===== config.mk =====
export PLATFORM = sky130hd
export DESIGN_NAME = sdram_pattern_tester
export DESIGN_NICKNAME = d
export VERILOG_FILES = /design/src/rtl/sdram_test_pkg.sv /design/src/rtl/sdram_pattern_gen.sv /design/src/rtl/sdram_pattern_tester.sv
export SDC_FILE = /design/constraint.sdc
export NUM_CORES = 1
export LEC_CHECK = 0
export ABC_AREA = 1
export CORE_AREA = 2 2 129 131
export DETAILED_ROUTE_END_ITERATION = 6
export DIE_AREA = 0 0 131 133
export GPL_ROUTABILITY_DRIVEN = 1
export GPL_TIMING_DRIVEN = 0
export HOLD_SLACK_MARGIN = 0.03
export PLACE_DENSITY = 0.68
export SYNTH_ARGS = -nofsm -noshare
export SYNTH_HDL_FRONTEND = slang
export SYNTH_HIERARCHICAL = 1
export SYNTH_SLANG_ARGS = --single-unit

===== constraint.sdc =====
create_clock -name clk -period 3.2 [get_ports clk]
set_input_delay 0.32 -clock clk [delete_from_list [all_inputs] [get_ports clk]]
set_output_delay 0.32 -clock clk [all_outputs]
set_load 0.01 [all_outputs]

===== src/rtl/sdram_test_pkg.sv =====
// Shared types and constants for the SDRAM pattern tester: command encoding,
// FSM states and Galois LFSR tap masks for the optional LFSR pattern source.
package sdram_test_pkg;

    typedef enum logic [1:0] {
        CMD_IDLE  = 2'h0,
        CMD_WRITE = 2'h1,
        CMD_READ  = 2'h2
    } cmd_e;

    typedef enum logic [2:0] {
        ST_IDLE,
        ST_WR,
        ST_WR_GAP,
        ST_RD,
        ST_RD_GAP,
        ST_PAUSE
    } tester_state_e;

    // Right-shifting Galois masks of maximal-length polynomials
    localparam logic [7:0]  LFSR_TAPS_8  = 8'hB8;
    localparam logic [15:0] LFSR_TAPS_16 = 16'hB400;
    localparam logic [31:0] LFSR_TAPS_32 = 32'h8020_0003;

    function automatic logic [31:0] lfsr_taps(input int unsigned width);
        case (width)
            8:       return {24'd0, LFSR_TAPS_8};
            16:      return {16'd0, LFSR_TAPS_16};
            default: return LFSR_TAPS_32;
        endcase
    endfunction

endpackage


===== src/rtl/sdram_pattern_gen.sv =====
// Pattern word source shared by the write and read phases; `load` restarts the
// sequence from a seed, `step` advances it. PATTERN_LFSR_EN selects a Galois LFSR.
module sdram_pattern_gen
    import sdram_test_pkg::*;
#(
    parameter int DATA_W = 16
) (
    input  logic              clk,
    input  logic              rst_n,
    input  logic              load,
    input  logic              step,
    input  logic [DATA_W-1:0] seed,
    output logic [DATA_W-1:0] word
);

    logic [DATA_W-1:0] word_q, word_d;

`ifdef PATTERN_LFSR_EN
    localparam logic [DATA_W-1:0] TAPS = DATA_W'(lfsr_taps(DATA_W));

    logic [DATA_W-1:0] lfsr_next;

    always_comb begin
        lfsr_next = word_q >> 1;
        if (word_q[0]) begin
            lfsr_next = lfsr_next ^ TAPS;
        end
    end

    // Forcing bit 0 keeps a zero seed out of the LFSR lock-up state
    always_comb begin
        word_d = word_q;
        if (load) begin
            word_d = seed | DATA_W'(1);
        end else if (step) begin
            word_d = lfsr_next;
        end
    end
`else
    always_comb begin
        word_d = word_q;
        if (load) begin
            word_d = seed;
        end else if (step) begin
            word_d = word_q + DATA_W'(1);
        end
    end
`endif

    always_ff @(posedge clk or negedge rst_n) begin
        if (!rst_n) begin
            word_q <= '0;
        end else begin
            word_q <= word_d;
        end
    end

    assign word = word_q;

endmodule


===== src/rtl/sdram_pattern_tester.sv =====
// SDRAM write/read-back test engine: writes a seeded pattern over a window, reads
// it back and counts mismatches. Build with PATTERN_LFSR_EN for an LFSR pattern.
module sdram_pattern_tester
    import sdram_test_pkg::*;
#(
    parameter int ADDR_W    = 22,
    parameter int DATA_W    = 16,
    parameter int BASE_ADDR = 0,
    parameter int NUM_WORDS = 256,
    parameter int DELAY     = 24000000,
    parameter int LED_W     = 8,
    parameter int ERR_W     = 16
) (
    input  logic              clk,
    input  logic              rst_n,
    input  logic              start,
    input  logic              continuous,
    output logic [1:0]        command,
    output logic [ADDR_W-1:0] data_address,
    output logic [DATA_W-1:0] data_write,
    input  logic [DATA_W-1:0] data_read,
    input  logic              data_read_valid,
    input  logic              data_write_done,
    output logic [LED_W-1:0]  leds,
    output logic              busy,
    output logic              pass,
    output logic              fail,
    output logic [ERR_W-1:0]  err_count,
    output logic [ADDR_W-1:0] first_err_addr
);

    localparam int IDX_W = (NUM_WORDS > 1) ? $clog2(NUM_WORDS) : 1;
    localparam int CNT_W = (DELAY > 1) ? $clog2(DELAY) : 1;

    localparam logic [IDX_W-1:0]  LAST_IDX = IDX_W'(NUM_WORDS - 1);
    localparam logic [CNT_W-1:0]  LAST_CNT = CNT_W'(DELAY - 1);
    localparam logic [ADDR_W-1:0] BASE     = ADDR_W'(BASE_ADDR);

    tester_state_e     state_q, state_d;
    cmd_e              cmd_q, cmd_d;
    logic [ADDR_W-1:0] addr_q, addr_d;
    logic [LED_W-1:0]  leds_q, leds_d;
    logic              busy_q, busy_d;
    logic              pass_q, pass_d;
    logic              fail_q, fail_d;
    logic [ERR_W-1:0]  err_q, err_d;
    logic [ADDR_W-1:0] first_q, first_d;
    logic [DATA_W-1:0] seed_q, seed_d;
    logic [IDX_W-1:0]  idx_q, idx_d;
    logic [CNT_W-1:0]  cnt_q, cnt_d;

    logic              gen_load;
    logic              gen_step;
    logic [DATA_W-1:0] pat_word;

    function automatic logic [ERR_W-1:0] sat_inc(input logic [ERR_W-1:0] v);
        return (&v) ? v : v + ERR_W'(1);
    endfunction

    sdram_pattern_gen #(
        .DATA_W(DATA_W)
    ) u_gen (
        .clk  (clk),
        .rst_n(rst_n),
        .load (gen_load),
        .step (gen_step),
        .seed (seed_d),
        .word (pat_word)
    );

    // The generator output tracks the current index, so it is both the write
    // data and the compare reference without a separate register.
    always_comb begin
        state_d  = state_q;
        cmd_d    = cmd_q;
        addr_d   = addr_q;
        leds_d   = leds_q;
        busy_d   = busy_q;
        pass_d   = pass_q;
        fail_d   = fail_q;
        err_d    = err_q;
        first_d  = first_q;
        seed_d   = seed_q;
        idx_d    = idx_q;
        cnt_d    = cnt_q;
        gen_load = 1'b0;
        gen_step = 1'b0;

        case (state_q)
            ST_IDLE: begin
                if (start) begin
                    err_d    = '0;
                    first_d  = '0;
                    pass_d   = 1'b0;
                    fail_d   = 1'b0;
                    idx_d    = '0;
                    gen_load = 1'b1;
                    busy_d   = 1'b1;
                    cmd_d    = CMD_WRITE;
                    addr_d   = BASE;
                    state_d  = ST_WR;
                end
            end

            ST_WR: begin
                if (data_write_done) begin
                    cmd_d   = CMD_IDLE;
                    state_d = ST_WR_GAP;
                end
            end

            ST_WR_GAP: begin
                if (idx_q == LAST_IDX) begin
                    idx_d    = '0;
                    gen_load = 1'b1;
                    cmd_d    = CMD_READ;
                    state_d  = ST_RD;
                end else begin
                    idx_d    = idx_q + IDX_W'(1);
                    gen_step = 1'b1;
                    cmd_d    = CMD_WRITE;
                    state_d  = ST_WR;
                end
                addr_d = BASE + ADDR_W'(idx_d);
            end

            ST_RD: begin
                if (data_read_valid) begin
                    leds_d = data_read[LED_W-1:0];
                    if (data_read != pat_word) begin
                        err_d = sat_inc(err_q);
                        if (err_q == '0) begin
                            first_d = addr_q;
                        end
                    end
                    cmd_d   = CMD_IDLE;
                    state_d = ST_RD_GAP;
                end
            end

            // err_q already includes the final compare when the last gap is reached
            ST_RD_GAP: begin
                if (idx_q == LAST_IDX) begin
                    idx_d   = '0;
                    cnt_d   = '0;
                    pass_d  = (err_q == '0);
                    fail_d  = (err_q != '0);
                    leds_d  = (err_q != '0) ? '1 : seed_q[LED_W-1:0];
                    state_d = ST_PAUSE;
                end else begin
                    idx_d    = idx_q + IDX_W'(1);
                    gen_step = 1'b1;
                    cmd_d    = CMD_READ;
                    addr_d   = BASE + ADDR_W'(idx_d);
                    state_d  = ST_RD;
                end
            end

            ST_PAUSE: begin
                if (cnt_q == LAST_CNT) begin
                    cnt_d = '0;
                    if (continuous) begin
                        seed_d   = seed_q + DATA_W'(1);
                        err_d    = '0;
                        first_d  = '0;
                        idx_d    = '0;
                        gen_load = 1'b1;
                        cmd_d    = CMD_WRITE;
                        addr_d   = BASE;
                        state_d  = ST_WR;
                    end else begin
                        busy_d  = 1'b0;
                        state_d = ST_IDLE;
                    end
                end else begin
                    cnt_d = cnt_q + CNT_W'(1);
                end
            end

            default: begin
                cmd_d   = CMD_IDLE;
                busy_d  = 1'b0;
                state_d = ST_IDLE;
            end
        endcase
    end

    always_ff @(posedge clk or negedge rst_n) begin
        if (!rst_n) begin
            state_q <= ST_IDLE;
            cmd_q   <= CMD_IDLE;
            addr_q  <= '0;
            leds_q  <= '0;
            busy_q  <= 1'b0;
            pass_q  <= 1'b0;
            fail_q  <= 1'b0;
            err_q   <= '0;
            first_q <= '0;
            seed_q  <= '0;
            idx_q   <= '0;
            cnt_q   <= '0;
        end else begin
            state_q <= state_d;
            cmd_q   <= cmd_d;
            addr_q  <= addr_d;
            leds_q  <= leds_d;
            busy_q  <= busy_d;
            pass_q  <= pass_d;
            fail_q  <= fail_d;
            err_q   <= err_d;
            first_q <= first_d;
            seed_q  <= seed_d;
            idx_q   <= idx_d;
            cnt_q   <= cnt_d;
        end
    end

    assign command        = cmd_q;
    assign data_address   = addr_q;
    assign data_write     = pat_word;
    assign leds           = leds_q;
    assign busy           = busy_q;
    assign pass           = pass_q;
    assign fail           = fail_q;
    assign err_count      = err_q;
    assign first_err_addr = first_q;

endmodule


=== Word-level counts from Yosys, hierarchy flattened ===
Cells that the tools add are included.

* Register bits after elaboration: 141
* Input bits: 22

* Add/sub/neg operators: 5
* Eq/ne operators: 19
* Muxes and demuxes: 65
* Bitwise logic cells: 1
* Reductions and logical operators: 23

{| class="wikitable"
|+ Operators by type and width
! cell !! count
|-
| 2-to-1 mux 16 bit || 11
|-
| 2-to-1 mux 22 bit || 7
|-
| one-hot mux 22 bit (4 select lines) || 1
|-
| one-hot mux 22 bit (3 select lines) || 1
|-
| 2-to-1 mux 8 bit || 7
|-
| 2-to-1 mux 25 bit || 2
|-
| one-hot mux 25 bit (2 select lines) || 1
|-
| adder 16 x 1 -> 16 bit, second input constant || 3
|-
| one-hot mux 16 bit (3 select lines) || 1
|-
| adder 25 x 1 -> 25 bit, second input constant || 1
|-
| equality test 25 bit, second input constant || 1
|-
| one-hot mux 8 bit (3 select lines) || 1
|-
| != test 2 bit, second input constant || 11
|-
| one-hot mux 3 bit (6 select lines) || 1
|-
| logical NOT 16 bit || 1
|-
| 2-to-1 mux 2 bit || 8
|-
| != test 16 bit || 1
|-
| one-hot mux 8 bit (2 select lines) || 1
|-
| AND reduction 16 bit || 1
|-
| nonzero test 16 bit || 1
|-
| 2-to-1 mux 3 bit || 5
|-
| AND reduction 7 bit || 2
|-
| 2-to-1 mux 1 bit || 13
|-
| one-hot mux 2 bit (6 select lines) || 1
|-
| other kinds (19) || 30
|}

=== Logic depth before layout (Yosys ltp) ===
* Depth in word-level cells: 5
* Depth in mapped cells: 15
* Mapped depth without buffers: 14

=== Hierarchy ===
The synthesis kept the hierarchy.

{| class="wikitable"
|+ Modules (own cells, without submodules)
! module !! instances !! cells each !! area an instance (µm²) !! sequential area each (µm²)
|-
| sdram_pattern_tester || 1 || 855 || 6,037.0 || 2,427.3
|-
| sdram_pattern_gen || 1 || 141 || 1,034.7 || 400.4
|}

=== Least setup slack after synthesis ===
Ideal clock, no wire load.

* Path type: register -> register
* Start: register cnt_q[0]
* End: register u_gen.word_q[12] (netlist: u_gen/word[12])
* Arrival: 2.127 ns
* Data required time: 3.079 ns
* Path slack: 0.952 ns
* Cell stages (with the launch flop): 16
* Path buffers: 1
* Path through: dfrtp_1 -> ha_1 -> nand2_1 -> nor2_2 -> nand2_1 -> nor3_1 -> nand3_1 -> nand3_1 -> buf_6 -> inv_2 -> nand2_2 -> inv_2 -> nand2_1 -> o21ai_0 -> nand2_1 -> nand2_1

* Cells in the longest elaborated chain, start to end: 4
* Elaborated cells between the ends (all ways): 7

{| class="wikitable"
|+ Ends and longest elaborated chain
! element !! RTL line !! text
|-
| start: declaration || sdram_pattern_tester.sv:50 || <nowiki>logic [CNT_W-1:0] cnt_q, cnt_d;</nowiki>
|-
| start signal: assignment || sdram_pattern_tester.sv:214 || <nowiki>cnt_q <= cnt_d;</nowiki>
|-
| equality test 25 bit (*) || sdram_pattern_tester.sv:160 || <nowiki>if (cnt_q == LAST_CNT) begin</nowiki>
|-
| 2-to-1 mux 1 bit (*) || sdram_pattern_tester.sv:160 ||
|-
| one-hot mux 1 bit (3 select lines) (*) || sdram_pattern_tester.sv:89 || <nowiki>case (state_q)</nowiki>
|-
| via gen_load || sdram_pattern_tester.sv:52 || <nowiki>logic gen_load;</nowiki>
|-
| 2-to-1 mux 16 bit / nonzero test 2 bit (equally long branches) || n/a ||
|-
| end signal: assignment || sdram_pattern_gen.sv:54 || <nowiki>word_q <= word_d;</nowiki>
|-
| end: declaration || sdram_pattern_gen.sv:16 || <nowiki>logic [DATA_W-1:0] word_q, word_d;</nowiki>
|}

The timed path passes the listed nets; every way through them passes the cells marked *.
A chain may end at the register's enable or synchronous reset.

=== Final worst setup path ===
Same ends and word-level chain as after synthesis.

==> results_dict.tcl <==
set metrics [dict create \
    rsz0062_at_grt "no" \
    drv_cap 0 \
    critPathRequiredTime_ps 3510 \
    num_rows 47 \
    post-route-period-util_pct 82.4 \
    syn_to_final_growth_pct 26.2 \
    cts.sinks 113 \
    chipHeight_um 133 \
    crit_arrival_ps 2950 \
    synth_most_common_cell "nand2_1" \
    clock_latency_ps 420 \
    maxSlewViolCount 0 \
    grt_usage_pct 22.6 \
    start_util_pct 43.7 \
    setup_viol 0 \
    crit_fanout 9 \
    vdd_drop_max_v 0.000461 \
    slowest_delay_ps 420 \
    total_power_mw 6.01 \
    ys_seq_area_share_pct 40.0 \
    ios 111 \
    tightest_slew_ps 546 \
    synth_area_leaders "dfrtp_1 (40%), nand2_1 (16%), inv_1 (6.3%)" \
    nNetsFinal 1153 \
    drt_pass1_iterations 7 \
    syn_inst 996 \
    grt_pass1_wl_um 31200 \
    cts_setup_buffers 0 \
    hold_violations 0 \
    antennaDiodeCount 0 \
    grt_max_degree 87 \
    worst_setup_path_start_kind "flop" \
    synth-main-ff-cell "dfrtp_1" \
    htreeDepth 4 \
    cts_made_buffers 17 \
    synth_edf_count 0 \
    via_count 6810 \
    clock_skew_ps 6.16 \
    io_buffers 81 \
    path_class "reg2reg" \
    overflow 0 \
    die_w_um 131 \
    violations "DRC" \
    avgSynthCellArea_um2 7.10 \
    routedWlPerCell_um 13.8 \
    drc_errors 2 \
    drt_wl_total_um 18700 \
    via_per_inst 5.01 \
    rrSetupSlack_ps 560 \
    synth_top_area_share_pct 40.0 \
    cp-startpoint "cnt_q[0]" \
    place_congestion 0.896 \
    ys_types 41 \
    dp_hpwl_um 13700 \
    grt_pass1_vias 6186 \
    core_area_um2 16200 \
    cts_root_buffer "clkbuf_16" \
    status "finished with violations" \
    hp-class "in2async" \
    cts_tree "done" \
    drtAntennaViolNets 0 \
    timing.critical_path.slowest_stage_cell "dfrtp_1" \
    drive_gt1_share_pct 8.61 \
    worstPathCellList "ha_1 > nand2_1 > nor2_2 > nand2_1 > nor3_2 > nand3_1 > nand3_1 > buf_6 > inv_2 > nand2_2 > inv_2 > nand2_1 > o21ai_0 > nand2_1 > nand2_1" \
    antenna_found_initial 0 \
    whs_ps 336 \
    initialDrtViolationCount 581 \
    clk_pin_slew_ps 60 \
    yosysTopAreaCell "dfrtp_1" \
    slew_headroom_pct 63.2 \
    critPathCaptureType "flop" \
    crit_buf_inv 3 \
    fmax_mhz 379 \
    period_needed_ps 2640 \
    clock_path_buffers 2 \
    synth_seq_cells 113 \
    synth_area_um2 7070 \
    worstReg2RegStart "cnt_q[0]" \
    cp_top_family "simple AND/OR/NAND/NOR gates" \
    synth.top_cells.by_count "nand2_1 (304), inv_1 (119), dfrtp_1 (113), nor2_1 (106), nand3_1 (71)" \
    cpMostUsedCell "nand2_1" \
    synthArstFlopShare_pct 100 \
    power_leakage_nw 4.25 \
    synth_warnings 6 \
    die_area_um2 17400 \
    fillers 1539 \
    p_per_area_nw_per_um2 673 \
    r2r-end "u_gen/word[12]" \
    r2r_cells 15 \
]
[worst register-to-register path: cells and delay by family (launching register included)]
| kind | cells | cell delay [ps] |
|---|---|---|
| and+or+nand+nor | 10 | 1500 |
| AOI/OAI and AO/OA | 1 | 80 |
| DFF | 1 | 420 |
| adders and majority gates | 1 | 200 |
| buffers and inverters | 3 | 310 |
[what timing repair did]
action | CTS | global route
endpoints found under the hold margin | 27 | 0
hold buffers | 1 | 0
endpoints found under the setup margin | 0 | 2
gates resized for setup | 0 | 1
[per-layer routing]
metal	part of all wire, %	up-vias	global-route usage (%)
li1	-	3438	-
met1	48	3127	33.6
met2	44	203	32.7
met3	4.7	42	3.72
met4	2.9	0	9.10
met5	0	-	0
[cells in the final DEF (no fill, tap or decap), types with 5 or more instances in the layout]
cell and instances:
clkbuf_16 17, inv_6 6, buf_4 30, nand3_1 71, clkdlybuf4s50_1 80, nand2_1 304
conb_1 28, ha_1 6, xor2_1 25, o21ai_0 42, xnor2_1 12, o21ai_1 5
clkbuf_1 6, nor3_1 18, buf_2 8, nor2_1 106, nand4_1 45, nor2_2 6
dfrtp_1 113, a21oi_1 12, o22ai_1 19, a22oi_1 12, inv_1 119
[final cells by class]
type	count	area [µm²]	share of cell area [%]
Clock inverter	15	198	2.21
Buffer	47	322	3.60
Tap cell	220	275	3.08
Clock buffer	17	425	4.77
Multi-Input combinational cell	741	3570	40.0
Timing Repair Buffer	83	850	9.52
Sequential cell	113	2830	31.7
Inverter	122	458	5.13
[sequential cells by signal, summed over array words and instances, names as in the netlist]
name and cells:
idx_q 8, err_count 16, command 2, leds 8, fail 1, state_q 3, pass 1, seed_q 16
u_gen/word 16, data_address 8, busy 1, cnt_q 25, first_err_addr 8
[per-stage QoR]
stage               setup WS (ps)  TNS, ps  instance area, µm²  util (%)  cells
floorplan                     952        0                7170         -   1023
global placement            -2750  -308970                8260      51.1   1324
detailed placement            313        0                8290      51.2   1325
CTS                           308        0                8920      55.2   1358
global route                  226        0                8930      55.2   1358
finish                        564        0                8930      55.2   1358
[kinds of logic (layout without fill, tap and decap cells)]
kind of cell	after synthesis	after routing	synth area share [%]
AO/OA/AOI/OAI	102	102	8.56
XOR/XNOR	37	37	4.58
adder cells (fa/ha/maj)	6	6	1.06
buffers and inverters	169	284	11.0
flip-flops	113	113	40.0
other	1	28	0.0530
AND/OR/NAND/NOR	568	568	34.7
[worst max path at each step]
stage	slack (ps)	depth (start not counted)	end
3_5_place_dp	310	15	u_gen/word[12]
4_1_cts	310	15	u_gen/word[12]
3_3_place_gp	-2750	1	u_gen/word[10]
6_report	560	15	u_gen/word[12]
2_1_floorplan	950	15	u_gen/word[12]
5_1_grt	230	15	u_gen/word[12]
[power breakdown]
part           leakage [nW]  internal, mW  switching (mW)
clock network         0.300          1.25           0.761
registers              1.53          1.66           0.252
logic                  2.42         0.768            1.32
Note: power is estimated with default switching activity, not from simulation.
